<file path="src/rtl/rx_unit_param.sv">
// rx_unit_param: packet receiver. Decodes header/payload phits into SPM
// writes (64-bit, half-word enables), config writes (32-bit) and interrupt
// notifications.
// Notifications are queued in a small first-word-fall-through FIFO.
// The FIFO counts pushes that it drops.
//
// Handshake: a phit is consumed on any rising edge where pkt_in[34] (valid)
// is 1. There is no backpressure. irq_rd pops the FIFO head on the edge where
// it is sampled high, provided the FIFO is not empty. The head is always
// visible on irq_data/irq_is_data.
module rx_unit_param #(
  parameter int ADDR_W    = 14,
  parameter int IRQ_DEPTH = 4,
  parameter int OVF_W     = 8
) (
  input  logic              clk,
  input  logic              reset,
  input  logic [34:0]       pkt_in,
  output logic [ADDR_W-1:0] spm_addr,
  output logic [1:0]        spm_en,
  output logic              spm_wr,
  output logic [63:0]       spm_wdata,
  output logic [ADDR_W-1:0] config_addr,
  output logic              config_en,
  output logic              config_wr,
  output logic [31:0]       config_wdata,
  input  logic              irq_rd,
  output logic [ADDR_W-1:0] irq_data,
  output logic              irq_is_data,
  output logic              irq_empty,
  output logic              irq_full,
  output logic [OVF_W-1:0]  irq_ovf_cnt,
  output logic              pkt_err,
  output logic [2:0]        fsm_state
);

  localparam int PTR_W = (IRQ_DEPTH > 1) ? $clog2(IRQ_DEPTH) : 1;
  localparam logic [PTR_W:0] FULL_CNT = (PTR_W+1)'(IRQ_DEPTH);

  typedef enum logic [2:0] {
    IDLE    = 3'd0,
    DATA_HI = 3'd1,
    DATA_LO = 3'd2,
    CFG     = 3'd3,
    IRQ     = 3'd4
  } state_t;

  state_t state, state_nxt;

  // Phit field decode
  logic        valid, sop, eop;
  logic [31:0] payload;
  logic        is_hdr, is_pay, is_bad;
  assign valid   = pkt_in[34];
  assign sop     = pkt_in[33];
  assign eop     = pkt_in[32];
  assign payload = pkt_in[31:0];
  assign is_hdr  = valid & sop & ~eop;
  assign is_pay  = valid & ~sop;
  // sop together with eop is not a legal phit; it is flagged and dropped
  assign is_bad  = valid & sop & eop;

  // Per-packet context
  logic [ADDR_W-1:0] addr;
  logic [ADDR_W-1:0] hdr_addr;
  logic [31:0]       high;
  logic              last_flag;

  // Decoded actions for the current phit
  logic        spm_go, cfg_go, hi_load, addr_load, addr_inc;
  logic [1:0]  spm_en_nxt;
  logic [63:0] spm_wdata_nxt;
  logic        push_req, push_is_data, err_nxt;

  // FIFO status
  logic [PTR_W-1:0] wr_ptr, rd_ptr;
  logic [PTR_W:0]   count;
  logic [ADDR_W:0]  mem [IRQ_DEPTH];
  logic             push_ok, pop_ok;

  assign fsm_state = state;

  // State register
  always_ff @(posedge clk or negedge reset) begin
    if (!reset) state <= IDLE;
    else        state <= state_nxt;
  end

  // Next-state and per-phit action decode
  always_comb begin
    state_nxt     = state;
    spm_go        = 1'b0;
    spm_en_nxt    = 2'b00;
    spm_wdata_nxt = 64'd0;
    cfg_go        = 1'b0;
    hi_load       = 1'b0;
    addr_load     = 1'b0;
    addr_inc      = 1'b0;
    push_req      = 1'b0;
    push_is_data  = 1'b0;
    err_nxt       = 1'b0;
    if (is_hdr) begin
      // A header always starts a new packet; outside IDLE it is also an error
      err_nxt   = (state != IDLE);
      addr_load = 1'b1;
      case (payload[31:30])
        2'b01:   state_nxt = CFG;
        2'b11:   state_nxt = IRQ;
        default: state_nxt = DATA_HI;
      endcase
    end else if (is_bad) begin
      err_nxt = 1'b1;
    end else if (is_pay) begin
      case (state)
        IDLE: err_nxt = 1'b1;
        DATA_HI: begin
          if (!eop) begin
            hi_load   = 1'b1;
            state_nxt = DATA_LO;
          end else begin
            spm_go        = 1'b1;
            spm_en_nxt    = 2'b10;
            spm_wdata_nxt = {payload, 32'd0};
            push_req      = last_flag;
            push_is_data  = 1'b1;
            state_nxt     = IDLE;
          end
        end
        DATA_LO: begin
          spm_go        = 1'b1;
          spm_en_nxt    = 2'b11;
          spm_wdata_nxt = {high, payload};
          addr_inc      = 1'b1;
          if (eop) begin
            push_req     = last_flag;
            push_is_data = 1'b1;
            state_nxt    = IDLE;
          end else begin
            state_nxt = DATA_HI;
          end
        end
        CFG: begin
          cfg_go   = 1'b1;
          addr_inc = 1'b1;
          if (eop) state_nxt = IDLE;
        end
        IRQ: begin
          if (eop) begin
            push_req  = 1'b1;
            state_nxt = IDLE;
          end
        end
        default: state_nxt = IDLE;
      endcase
    end
  end

  // Packet context: running address, header address, high word, last flag
  always_ff @(posedge clk or negedge reset) begin
    if (!reset) begin
      addr      <= '0;
      hdr_addr  <= '0;
      high      <= '0;
      last_flag <= 1'b0;
    end else begin
      if (addr_load) begin
        addr      <= payload[16+ADDR_W-1:16];
        hdr_addr  <= payload[16+ADDR_W-1:16];
        high      <= '0;
        last_flag <= payload[31] & ~payload[30];
      end else if (addr_inc) begin
        addr <= addr + ADDR_W'(1);
      end
      if (hi_load) high <= payload;
    end
  end

  // Registered write ports and error pulse; strobes last exactly one cycle
  always_ff @(posedge clk or negedge reset) begin
    if (!reset) begin
      spm_wr       <= 1'b0;
      spm_en       <= 2'b00;
      spm_addr     <= '0;
      spm_wdata    <= '0;
      config_wr    <= 1'b0;
      config_en    <= 1'b0;
      config_addr  <= '0;
      config_wdata <= '0;
      pkt_err      <= 1'b0;
    end else begin
      spm_wr    <= spm_go;
      spm_en    <= spm_en_nxt;
      config_wr <= cfg_go;
      config_en <= cfg_go;
      pkt_err   <= err_nxt;
      if (spm_go) begin
        spm_addr  <= addr;
        spm_wdata <= spm_wdata_nxt;
      end
      if (cfg_go) begin
        config_addr  <= addr;
        config_wdata <= payload;
      end
    end
  end

  // Interrupt FIFO: a push while full is still taken if a pop frees a slot
  assign irq_empty   = (count == '0);
  assign irq_full    = (count == FULL_CNT);
  assign push_ok     = push_req & (~irq_full | irq_rd);
  assign pop_ok      = irq_rd & ~irq_empty;
  assign irq_data    = mem[rd_ptr][ADDR_W-1:0];
  assign irq_is_data = mem[rd_ptr][ADDR_W];

  // FIFO storage (no reset needed; validity is tracked by count)
  always_ff @(posedge clk) begin
    if (push_ok) mem[wr_ptr] <= {push_is_data, hdr_addr};
  end

  // FIFO pointers, occupancy and saturating drop counter
  always_ff @(posedge clk or negedge reset) begin
    if (!reset) begin
      wr_ptr      <= '0;
      rd_ptr      <= '0;
      count       <= '0;
      irq_ovf_cnt <= '0;
    end else begin
      if (push_ok) wr_ptr <= wr_ptr + PTR_W'(1);
      if (pop_ok)  rd_ptr <= rd_ptr + PTR_W'(1);
      if (push_ok && !pop_ok)      count <= count + (PTR_W+1)'(1);
      else if (!push_ok && pop_ok) count <= count - (PTR_W+1)'(1);
      if (push_req && !push_ok && (irq_ovf_cnt != '1))
        irq_ovf_cnt <= irq_ovf_cnt + OVF_W'(1);
    end
  end

endmodule

</file>
<file path="config.mk">
export PLATFORM = sky130hd
export DESIGN_NAME = rx_unit_param
export DESIGN_NICKNAME = d
export VERILOG_FILES = /design/src/rtl/rx_unit_param.sv
export SDC_FILE = /design/constraint.sdc
export NUM_CORES = 1
export LEC_CHECK = 0
export BUFFER_PORTS_ARGS = -buffer_cell sky130_fd_sc_hd__buf_4
export CAP_MARGIN = 20
export CELL_PAD_IN_SITES_DETAIL_PLACEMENT = 1
export CELL_PAD_IN_SITES_GLOBAL_PLACEMENT = 1
export CORE_ASPECT_RATIO = 0.9
export CORE_MARGIN = 5
export CORE_UTILIZATION = 50
export CTS_BUF_LIST = sky130_fd_sc_hd__clkbuf_8
export DETAILED_ROUTE_END_ITERATION = 8
export PLACE_DENSITY_LB_ADDON = 0.3
export SLEW_MARGIN = 20
export SYNTH_ARGS = -nofsm -noshare
export SYNTH_HDL_FRONTEND = slang
export SYNTH_SLANG_ARGS = --single-unit
</file>
<file path="constraint.sdc">
create_clock -name clk -period 5.1 [get_ports clk]
set_input_delay 1.02 -clock clk [delete_from_list [all_inputs] [get_ports clk]]
set_output_delay 1.02 -clock clk [all_outputs]
set_load 0.1 [all_outputs]
</file>
==> reports/results.ini <==
[yosys]
synth_area_per_cell_um2 = 13.1
yosys_warnings = 0
ys_seq_area_frac = 0.648
synthesis.area_um2 = 10800
synth_xor_area_frac = 0.0178
synthMuxAreaShare = 0.100
synth_compound_area_frac = 0.0675
synth.distinct_cells = 57
synth_fa_ha_area_frac = 0.00998
synthFlopType = dfrtp_1
synthCells = 823
synth_top_family_by_area = simple AND/OR/NAND/NOR gates
synthArstFlopShare = 0.775
synth-edff-count = 60
synthSimpleGateAreaFrac = 0.125
ys_seq_elements = 267
synth_nets = 869

[clocking]
root_buffer = clkbuf_8
cts_setup_buffers = 0
cts_max_path_buffers = 3
clkTransAtPathRegs_ps = 60
clk_latency_ps = 540
cts_made_buffers = 44
cts_max_level = 2
cts-resized-gates = 0
cts_tree = done
ctsHoldBuffers = 0
clock_sinks = 267

[finish]
nets = 1065
fin_cells = 1345
area_growth_pct = 22.8
final_cell_mix = 207 x dfrtp_1, 204 x buf_4, 185 x nand2_1, 60 x edfxtp_1, 55 x clkbuf_8
n_antenna_cell = 0
drive_above_1_share = 0.318
final_common_cell = dfrtp_1
fillerInstances = 2185

[setup_path]
cp_slowest_cell = dfrtp_1
crit_arrival_ps = 2430
path_delay_family = flip-flops
cpPeakStageDelay_ps = 1010
cp_num_buf_inv = 1
critical_path_class = reg -> out
endpoint_kind = output port
required_ps = 4080
crit_fanout = 17
cp-start-kind = register
cp_cell_sequence = mux4_2 -> buf_4

[floorplanning]
start_util = 0.503
core_um2 = 21400
die_x_um = 165
rows = 51
ioPinCount = 196
die-area_um2 = 24600
die_h_um = 149

[placement]
hpwl_um = 19400
dp.cells = 1264
routabilityCongestion = 0.790
port_buffers = 195

[global_route]
grt_max_degree = 110
grt_pass1_vias = 8149
overflow = 0
grt_pass1_wl_um = 45800
grt_usage = 0.238
antenna_found_initial = 0

[drt]
wl_met3_um = 2240
via_per_inst = 5.47
ant_nets = 0
drt-met1-wl_um = 11600
wl_met2_um = 14600
wl_um = 28900
wire_per_inst_um = 21.5
remaining_drc_errors = 0
firstDrtPassIters = 5
routed.top_layer = met4
drt_iter0_drc = 431
vias = 7361

[power]
powerDensity_nw_per_um2 = 700
p_leak_nw = 6.57
ir_drop_mv = 0.422

[timing]
fin_skew_ps = 17.1
setup_violations = 0
hold_violations = 0
fin_crit_sh = 0.677
setup_tns_ps = 0
worst_pin_slew_ps = 1010
timing.final.crit_period_ps = 3450
slew_viol_final = 0
relSlewSlack = 0.324
holdWs_ps = 476
rsz0062_at_grt = false
fmax_mhz = 290

[flow_run]
drv_cap = 0

[hold_path]
hp-class = reg -> reg

[outcome]
outcome = complete, no violations

[metrics by stage]
step	setup slack (ps)	util	total power [W]	cell area (µm²)
3_3_place_gp	2100	0.578	0.00743	12400
3_5_place_dp	1950	0.578	0.00753	12400
6_report	1650	0.618	0.00927	13200
5_1_grt	1470	0.618	0.00963	13200
4_1_cts	1560	0.617	0.00935	13200
2_1_floorplan	1120	-	0.00649	10800
[power by group]
| part | switching [W] | internal (W) |
|---|---|---|
| logic | 0.00352 | 0.000923 |
| clock network | 0.000836 | 0.000955 |
| registers | 0.000407 | 0.00263 |
| total | 0.00476 | 0.00451 |
[cells by family (layout without fill, tap and decap cells)]
group                      count (synthesis)  after routing
AOI/OAI and AO/OA                         91             91
xor gates and xnor gates                  21             21
adders and majority gates                  8              8
buffers and inverters                     64            295
DFF                                      267            267
muxes                                     81             81
and+or+nand+nor                          291            291
[worst register-to-register path, stage by stage (launching register included)]
cell	delay [ps]
dfrtp_1	560
nor3b_1	420
a31oi_4	130
nor3b_4	370
ha_1	260
inv_1	70
fa_1	390
xor2_1	160
nor2_1	140
xor2_1	170
[registers in the layout, summed over array words and instances (netlist names), 14 cells and up]
name and flops:
addr 14, spm_wdata 64, config_wdata 32, hdr_addr 14, high 32, mem 60, spm_addr 14, config_addr 14
[synth_stat cells (10+ instances only)]
cell type / number / share of area
mux2_2: 46 / 0.048
nand2_1: 187 / 0.065
a22oi_1: 31 / 0.022
xor2_1: 12 / 0.0097
a22o_1: 32 / 0.026
mux4_2: 15 / 0.031
mux2_1: 18 / 0.019
dfrtp_1: 207 / 0.48
edfxtp_1: 60 / 0.17
nand3_1: 43 / 0.020
o21ai_0: 10 / 0.0046
clkbuf_1: 17 / 0.0059
buf_2: 22 / 0.010
[metal layers]
| metal | global-route usage | vias to the layer above |
|---|---|---|
| met2 | 0.404 | 202 |
| met5 | 0 | - |
| met1 | 0.302 | 3795 |
| met4 | 0.0524 | 0 |
| met3 | 0.0741 | 40 |
| li1 | - | 3324 |
[path summary, 6_finish.rpt]
path / start / endpoint / slack [ps] / depth (start not counted)
min in group asynchronous: reset / spm_en[1] / 620 / 1
worst max register to register: fsm_state[1] / count[2] / 2360 / 9
max in group asynchronous: reset / spm_wdata[0] / 3450 / 2
worst min register to register: spm_wdata[52] / spm_wdata[52] / 480 / 2
worst max-delay path: rd_ptr[0] / irq_data[4] / 1650 / 2
worst min-delay path: spm_wdata[52] / spm_wdata[52] / 480 / 2
[area by class of cell]
cell class                      instances  area, µm²  area share
Clock buffer                           54        743      0.0561
Clock inverter                         27        108     0.00813
Inverter                                9       33.8     0.00255
Multi-Input combinational cell        492       3470       0.262
Sequential cell                       267       6980       0.527
Tap cell                              291        364      0.0275
Timing Repair Buffer                  205       1550       0.117
(Power assumes the default switching activity.)
